**src/rtl/tiny16_io_pkg.sv**
```systemverilog
// Shared definitions for the tiny16 I/O timer: register offsets inside the
// 8-byte I/O window, CTRL bit positions and the bus handshake state encoding.
package tiny16_io_pkg;

  // Register offsets (address[2:0])
  localparam logic [2:0] OFF_CTRL     = 3'd0;
  localparam logic [2:0] OFF_STATUS   = 3'd1;
  localparam logic [2:0] OFF_RELOAD   = 3'd2;
  localparam logic [2:0] OFF_COUNT    = 3'd3;
  localparam logic [2:0] OFF_PRESCALE = 3'd4;
  localparam logic [2:0] OFF_IRQCNT   = 3'd5;

  // CTRL bit indices
  localparam int CTRL_EN   = 0;
  localparam int CTRL_AUTO = 1;
  localparam int CTRL_IE   = 2;

  // STATUS bit indices
  localparam int STATUS_EXP = 0;

  // Bus handshake: IDLE waits for a hit, ACK is the single wait/complete cycle
  typedef enum logic {
    BUS_IDLE = 1'b0,
    BUS_ACK  = 1'b1
  } bus_state_e;

endpackage

```
**src/rtl/tiny16_prescaler.sv**
```systemverilog
// Prescaler for the I/O timer: counts 0..limit while enabled and emits a
// one-cycle tick in the cycle the count sits at limit, then restarts at 0.
// A limit of 0 therefore ticks every enabled cycle.
module tiny16_prescaler (
  input  logic        clk,
  input  logic        reset,
  input  logic        en,
  input  logic        clr,
  input  logic [15:0] limit,
  output logic        tick
);

  logic [15:0] cnt;
  logic        at_limit;

  // ">=" rather than "==" so that lowering limit below the running count
  // cannot make the prescaler run the long way round through 16'hFFFF.
  assign at_limit = (cnt >= limit);
  assign tick     = en & ~clr & at_limit;

  // Prescale counter: clear has priority, otherwise advance only while enabled
  always_ff @(posedge clk) begin
    // NOTE: state registers are updated with non-blocking assignments so every
    // flop samples the pre-edge values of the others, exactly like hardware.
    if (reset) begin
      cnt <= '0;
    end else if (clr) begin
      cnt <= '0;
    end else if (en) begin
      if (at_limit) cnt <= '0;
      else          cnt <= cnt + 16'd1;
    end
  end

endmodule

```
**src/rtl/tiny16_io_timer.sv**
```systemverilog
// Memory-mapped down-counting timer for the tiny16 CPU. Decodes an 8-byte I/O
// window at BASE_ADDR, answers every hit with one wait state, and raises a
// level interrupt when the counter expires. Also counts ISR entries.
module tiny16_io_timer
  import tiny16_io_pkg::*;
#(
  parameter logic [7:0] BASE_ADDR = 8'h10
) (
  input  logic        clk,
  input  logic        reset,
  input  logic [7:0]  address,
  input  logic [15:0] wdata,
  output logic [15:0] rdata,
  input  logic        mem_valid,
  input  logic        nwr,
  output logic        mem_ready,
  output logic        interrupt,
  input  logic        in_interrupt
);

  bus_state_e  state, state_next;
  logic        hit;
  logic        accept;
  logic [2:0]  offset;
  logic        wr;
  logic [15:0] read_mux;

  logic        ctrl_en, ctrl_auto, ctrl_ie;
  logic        exp_flag;
  logic [15:0] reload;
  logic [15:0] count;
  logic [15:0] prescale;
  logic [15:0] irqcnt;
  logic        in_interrupt_q;

  logic        wr_ctrl, wr_status, wr_reload, wr_count, wr_prescale;
  logic        presc_clr;
  logic        tick;
  logic        tick_eff;
  logic        exp_set;

  assign hit    = mem_valid & (address[7:3] == BASE_ADDR[7:3]);
  assign offset = address[2:0];

  // mem_ready is a pure decode of the state flop, so it is registered and
  // high exactly for the ACK cycle.
  assign mem_ready = (state == BUS_ACK);

  // Bus state register
  always_ff @(posedge clk) begin
    if (reset) state <= BUS_IDLE;
    else       state <= state_next;
  end

  // Bus next-state: a hit is only taken from IDLE, ACK always returns to IDLE
  always_comb begin
    // NOTE: every output of this block gets a default first, so no path can
    // leave a signal unassigned and infer a latch.
    state_next = state;
    accept     = 1'b0;
    case (state)
      BUS_IDLE: begin
        if (hit) begin
          accept     = 1'b1;
          state_next = BUS_ACK;
        end
      end
      BUS_ACK:  state_next = BUS_IDLE;
      default:  state_next = BUS_IDLE;
    endcase
  end

  // Write strobes, all qualified by the IDLE->ACK edge
  assign wr          = accept & ~nwr;
  assign wr_ctrl     = wr & (offset == OFF_CTRL);
  assign wr_status   = wr & (offset == OFF_STATUS);
  assign wr_reload   = wr & (offset == OFF_RELOAD);
  assign wr_count    = wr & (offset == OFF_COUNT);
  assign wr_prescale = wr & (offset == OFF_PRESCALE);

  // Turning EN on restarts the prescale period from zero.
  assign presc_clr = wr_ctrl & wdata[CTRL_EN] & ~ctrl_en;

  tiny16_prescaler u_prescaler (
    .clk   (clk),
    .reset (reset),
    .en    (ctrl_en),
    .clr   (presc_clr),
    .limit (prescale),
    .tick  (tick)
  );

  // A CPU write to COUNT in the same cycle swallows the tick entirely.
  assign tick_eff = tick & ~wr_count;
  assign exp_set  = tick_eff & (count == 16'd0);

  // Read data mux over the register map; unmapped offsets read as zero
  always_comb begin
    read_mux = 16'd0;
    case (offset)
      OFF_CTRL:     read_mux = {13'd0, ctrl_ie, ctrl_auto, ctrl_en};
      OFF_STATUS:   read_mux = {15'd0, exp_flag};
      OFF_RELOAD:   read_mux = reload;
      OFF_COUNT:    read_mux = count;
      OFF_PRESCALE: read_mux = prescale;
      OFF_IRQCNT:   read_mux = irqcnt;
      default:      read_mux = 16'd0;
    endcase
  end

  // Read data register: only carries data during ACK of a read, else zero
  always_ff @(posedge clk) begin
    if (reset)                rdata <= 16'd0;
    else if (accept && nwr)   rdata <= read_mux;
    else                      rdata <= 16'd0;
  end

  // CTRL register: a CPU write wins over auto-disable on one-shot expiry
  always_ff @(posedge clk) begin
    if (reset) begin
      ctrl_en   <= 1'b0;
      ctrl_auto <= 1'b0;
      ctrl_ie   <= 1'b0;
    end else if (wr_ctrl) begin
      ctrl_en   <= wdata[CTRL_EN];
      ctrl_auto <= wdata[CTRL_AUTO];
      ctrl_ie   <= wdata[CTRL_IE];
    end else if (exp_set && !ctrl_auto) begin
      ctrl_en   <= 1'b0;
    end
  end

  // EXP flag: setting has priority over write-1-to-clear
  always_ff @(posedge clk) begin
    if (reset)                                exp_flag <= 1'b0;
    else if (exp_set)                         exp_flag <= 1'b1;
    else if (wr_status && wdata[STATUS_EXP])  exp_flag <= 1'b0;
  end

  // RELOAD and PRESCALE plain read/write registers
  always_ff @(posedge clk) begin
    if (reset) begin
      reload   <= 16'd0;
      prescale <= 16'd0;
    end else begin
      if (wr_reload)   reload   <= wdata;
      if (wr_prescale) prescale <= wdata;
    end
  end

  // Down counter: CPU load, else decrement per tick, reload on expiry in AUTO
  always_ff @(posedge clk) begin
    if (reset) begin
      count <= 16'd0;
    end else if (wr_count) begin
      count <= wdata;
    end else if (tick_eff) begin
      if (count != 16'd0) count <= count - 16'd1;
      else if (ctrl_auto) count <= reload;
    end
  end

  // Interrupt request, one cycle behind EXP & IE
  always_ff @(posedge clk) begin
    if (reset) interrupt <= 1'b0;
    else       interrupt <= exp_flag & ctrl_ie;
  end

  // in_interrupt edge detector
  always_ff @(posedge clk) begin
    if (reset) in_interrupt_q <= 1'b0;
    else       in_interrupt_q <= in_interrupt;
  end

  // ISR entry counter; only assigned on reset or a rising edge, wraps naturally
  always_ff @(posedge clk) begin
    if (reset)                               irqcnt <= 16'd0;
    else if (in_interrupt && !in_interrupt_q) irqcnt <= irqcnt + 16'd1;
  end

endmodule
```
**config.mk**
```make
export PLATFORM = sky130hd
export DESIGN_NAME = tiny16_io_timer
export DESIGN_NICKNAME = d
export VERILOG_FILES = /design/src/rtl/tiny16_io_pkg.sv /design/src/rtl/tiny16_prescaler.sv /design/src/rtl/tiny16_io_timer.sv
export SDC_FILE = /design/constraint.sdc
export NUM_CORES = 1
export LEC_CHECK = 0
export BUFFER_PORTS_ARGS = -buffer_cell sky130_fd_sc_hd__buf_2
export CAP_MARGIN = 20
export CORE_ASPECT_RATIO = 0.9
export CORE_UTILIZATION = 54
export CTS_CLUSTER_DIAMETER = 30
export DETAILED_ROUTE_END_ITERATION = 12
export GPL_ROUTABILITY_DRIVEN = 0
export PLACE_DENSITY = 0.76
export SLEW_MARGIN = 20
export SYNTH_ARGS = -nofsm -noshare
export SYNTH_HDL_FRONTEND = slang
export SYNTH_SLANG_ARGS = --single-unit
```
**constraint.sdc**
```tcl
create_clock -name clk -period 2.4 [get_ports clk]
set_clock_uncertainty 0.15 [all_clocks]
set_input_delay 0.24 -clock clk [delete_from_list [all_inputs] [get_ports clk]]
set_output_delay 0.24 -clock clk [all_outputs]
set_load 0.1 [all_outputs]
```
* Yosys cells after proc, flatten, opt, wreduce, memory -nomap -nowiden
Index checks and enable logic that the tools add are counted.
** Cells by class
- Add/sub/neg operators :: 3
- Magnitude comparators :: 1
- Equal/unequal tests :: 6
- Mux-type cells :: 13
- Bitwise logic cells :: 20
- Reductions and logical operators :: 16
** Operators with widths (number)
- one-hot mux 16 bit (6 select lines) :: 1
- two-way mux 16 bit :: 5
- adder 16 x 1 -> 16 bit (second input constant) :: 2
- >= comparator 16 bit :: 1
- logical NOT 16 bit :: 1
- nonzero test 16 bit :: 1
- subtractor 16 x 1 -> 16 bit (second input constant) :: 1
- bitwise AND 1 bit :: 14
- == test 3 x 2 -> 1 bit (second input constant) :: 2
- == test 3 bit (second input constant) :: 2
- two-way mux 1 bit :: 6
- inverter 1 bit :: 6
- nonzero test 2 bit :: 3
- == test 5 x 2 -> 1 bit (second input constant) :: 1
- logical AND 1 bit :: 4
- OR reduction 2 bit :: 2
- == test 3 x 1 -> 1 bit (second input constant) :: 1
- logical NOT 3 bit :: 1
- nonzero test 3 bit :: 1
- logical NOT 1 bit :: 2
- one-hot mux 1 bit (2 select lines) :: 1
- AND reduction 2 bit :: 1
** Word-level totals
- Bits in registers :: 103
- Input bits :: 29
- Output and inout bits :: 18
- Logic and storage cells :: 72

* Depth between registers and ports, before layout
- Depth in word-level cells :: 16
- Depth in mapped cells :: 10
- Mapped depth without buffers :: 8

* Hierarchy
A second synthesis with hierarchy kept.
** Unflattened totals
- Cell total of the unflattened synthesis :: 659
- Area total of the unflattened synthesis :: 5437.7 µm²
** By module, submodules not included
- tiny16_io_timer :: times used 1, cells an instance 521, area an instance 4262.8 µm², seq. area each 1741.7 µm²
- tiny16_prescaler :: times used 1, cells an instance 138, area an instance 1174.9 µm², seq. area each 320.3 µm²

* Worst setup path before layout
OpenSTA, ideal clock, no wires.
- Path kind :: register to register
- Start point :: reg u_prescaler.cnt[0]
- End point :: reg u_prescaler.cnt[7]
- Library setup time :: 0.067 ns
- Data arrival time :: 2.311 ns
- Required time :: 2.183 ns
- Setup slack :: -0.129 ns
- Stages on the path, launching flop included :: 9
- Buffers on the path :: 0
- Clock period less this slack :: 2.529 ns
- Cell sequence :: dfxtp_1 -> inv_1 -> ha_1 -> nand2b_1 -> a2111o_1 -> a32oi_4 -> nand2_2 -> or4b_4 -> a21oi_2
** On the way
- Word-level cells in the longest chain between the ends :: 2
- Elaborated cells between the ends (all ways) :: 3
- Those cells by class :: add/sub: 1; order compare: 1; mux: 1
** Ends and longest elaborated chain
- start: declaration :: RTL line tiny16_prescaler.sv:13 : logic [15:0] cnt;
- start signal: assignment :: RTL line tiny16_prescaler.sv:31 : else cnt <= cnt + 16'd1;
- adder 16 x 1 -> 16 bit or >= comparator 16 bit (tied branches) :: RTL line tiny16_prescaler.sv:31, tiny16_prescaler.sv:18
- two-way mux 16 bit * :: RTL line tiny16_prescaler.sv:30 : if (at_limit) cnt <= '0;
Every way passes the cells marked *; elsewhere a longest branch is shown, timed or not.
A chain may end at the register's enable or synchronous reset.

* Final worst setup path
Same ends and word-level chain as after synthesis.

==> results.json <==
{
  "status": "finished, violations left",
  "violations": "setup timing",
  "viasPerCell": 6.10,
  "synth_ff_type": "dfxtp_1",
  "antenna_found_initial": 0,
  "drc": 0,
  "final-setup-viol-count": 16,
  "layout-drive-gt1-share_pct": 27.4,
  "crit_fanout": 3,
  "hold_viol": 0,
  "worst_slack_ps": -91.1,
  "synthAdderAreaFrac_pct": 4.63,
  "max_freq_mhz": 401,
  "core_sq_um": 9700,
  "synth_seq_area_share_pct": 38.2,
  "max_stage_delay_ps": 480,
  "finalInstanceArea_sq_um": 6910,
  "synth-simple-area-share_pct": 24.1,
  "vias": 5503,
  "async_reset_ff_share_pct": 0,
  "cts_buffers": 9,
  "crit_slowest_cell": "or4b_4",
  "synth_top_family_by_area": "simple AND/OR/NAND/NOR gates",
  "synth_edf_count": 0,
  "arrival_ps": 2650,
  "vdd.ir_drop.worst_v": 0.000330,
  "start_util_pct": 55.7,
  "drt_iter0_markers": 462,
  "final_cell_mix": "nand2_1 (99), dfxtp_1 (90), buf_4 (70)",
  "grt_pass1_vias": 5213,
  "ys_types": 67,
  "fin_setup_tns_ps": -605,
  "rsz0062_at_grt": "yes",
  "hold_class": "input pin to register",
  "muxShareOfSynthArea_pct": 3.75,
  "relSlewSlack_pct": 66.3,
  "end_kind": "register",
  "worstPathCellList": "inv_2 > ha_4 > nand2b_4 > a2111o_1 > a32oi_4 > buf_4 > buf_6 > nand2_2 > or4b_4 > a21oi_2",
  "syn_nets": 702,
  "cp.required_ps": 2560,
  "finalNetCount": 820,
  "powerDensity_nw_per_um2": 428,
  "cts_buffer_depth": 2,
  "netlist_area_sq_um": 5400,
  "grt_pass1_wl_mm": 25.8,
  "critPathLaunchType": "register",
  "gr-total-overflow": 0,
  "cts-root-buf": "clkbuf_8",
  "firstDrtPassIters": 5,
  "ys_ff_latch": 103,
  "synth-compound-area-share_pct": 20.4,
  "cap_violations": 0,
  "slew_violations": 0,
  "final_common_cell": "nand2_1",
  "path_class": "register to register",
  "clk_latency_ps": 380,
  "path_clk_slew_ps": 100,
  "detail-route-antenna-nets": 0,
  "clock-sinks": 103,
  "cts_tree": "yes",
  "grt_max_degree": 75,
  "die_w_um": 107,
  "portBuffers": 46,
  "p_leak_nw": 2.65,
  "rows": 34,
  "syn_area_per_cell_sq_um": 8.27,
  "grt.total_usage_pct": 31.6,
  "worst_pin_slew_ps": 505,
  "antennaDiodeCount": 0,
  "final_util_pct": 71.3,
  "post-place-ws_ps": -113,
  "finalCriticalPeriod_ps": 2490,
  "die_area_sq_um": 10400,
  "top_level_ports": 47,
  "area_growth_pct": 28.0,
  "syn_inst": 653,
  "post_drt_wl_per_cell_um": 18.3,
  "place_area_sq_um": 6130,
  "die_h_um": 96.9,
  "dp_hpwl_mm": 10.9,
  "wl_mm": 16.5,
  "rrSetupSlack_ps": -90,
  "fin_hold_ws_ps": 11.9,
  "period_share_pct": 104,
  "synth_xor_area_share_pct": 4.05,
  "yosys_warnings": 0,
  "cts-htree-levels": 3
}
## path summary, 6_finish.rpt
path | startpoint | to | depth (start not counted)
max | u_prescaler.cnt[0] | u_prescaler.cnt[7] | 10
max reg2reg | u_prescaler.cnt[0] | u_prescaler.cnt[7] | 10
min | wdata[0] | prescale[0] | 3
min reg2reg | exp_flag | interrupt | 2
## cell usage after synthesis, types with 5 or more instances
cell | number | area (sq um)
ha_1 | 20 | 250
nand4_1 | 8 | 50.1
nor3_1 | 10 | 50.1
and4_1 | 5 | 43.8
a221oi_1 | 9 | 78.8
nand2b_1 | 6 | 37.5
and3_1 | 10 | 62.6
buf_2 | 5 | 25.0
nand3_1 | 24 | 120
a22oi_1 | 9 | 67.6
mux2i_1 | 18 | 180
o22a_1 | 7 | 61.3
nand3b_1 | 5 | 37.5
a211oi_1 | 15 | 113
xnor2_1 | 9 | 78.8
o21ai_0 | 16 | 80.1
xor2_1 | 16 | 140
nor2_1 | 67 | 251
nand2_1 | 103 | 387
clkbuf_1 | 26 | 97.6
or3_1 | 5 | 31.3
a21oi_1 | 53 | 265
dfxtp_1 | 103 | 2060
nor4_1 | 8 | 50.1
inv_1 | 23 | 86.3
## worst max-delay path: cells and delay by family (launching register included)
| family | cells | cell delay (ps) |
|---|---|---|
| AO/OA/AOI/OAI | 3 | 760 |
| AND/OR/NAND/NOR | 3 | 660 |
| flip-flops | 1 | 350 |
| buffers and inverters | 3 | 310 |
| adder cells (fa/ha/maj) | 1 | 200 |
## routing by layer
metal / track usage (%) / up-vias / part of all wire, %
met5: 0 / - / 0
met2: 49.0 / 307 / 46
met1: 43.0 / 2578 / 41
met4: 15.0 / 0 / 3.9
met3: 4.78 / 53 / 8.5
li1: - / 2565 / -
## cells by family (layout without fill, tap and decap cells)
group | after synthesis | after routing
AO/OA/AOI/OAI | 152 | 153
XOR/XNOR | 25 | 25
adder cells (fa/ha/maj) | 20 | 20
buffers and inverters | 60 | 182
flip-flops | 103 | 103
multiplexers | 20 | 20
AND/OR/NAND/NOR | 273 | 273
## per-stage QoR
stage | power (mW) | cells
after floorplan | 1.85 | 653
after global placement | 1.92 | 853
final | 2.96 | 902
after global routing | 3.06 | 902
after detailed placement | 1.92 | 853
after CTS | 2.96 | 896
## sequential cells by signal, summed over array words and instances, names as in the netlist, 16 cells and up
signal           flops
reload              16
count               16
rdata               16
irqcnt              16
prescale            16
u_prescaler.cnt     16
## cell type report
type / instances / area (sq um)
multi-input combinational: 491 / 3330
fill: 720 / 2790
sequential: 103 / 2080
timing repair buffer: 143 / 1080
tap: 126 / 158
clock buffer: 9 / 124
inverter: 23 / 86.3
clock inverter: 7 / 56.3
## where the power goes
part           switching (mW)  leakage (nW)  total [mW]  internal, mW
sequential            0.00506         0.837        1.72          1.71
combinational           0.119          1.73       0.201        0.0817
clock                   0.654        0.0838        1.04         0.388
total                   0.778          2.65        2.96          2.18
## what timing repair did
action / CTS / global route
gates resized for setup: 32 / 36
cloned: 2 / 1
setup buffers: 7 / 5
hold buffers: 18 / 0
setup endpoints to repair: 26 / 50
pin swaps: 22 / 20
hold endpoints to repair: 31 / 0
Note: power is estimated with default switching activity, not from simulation.
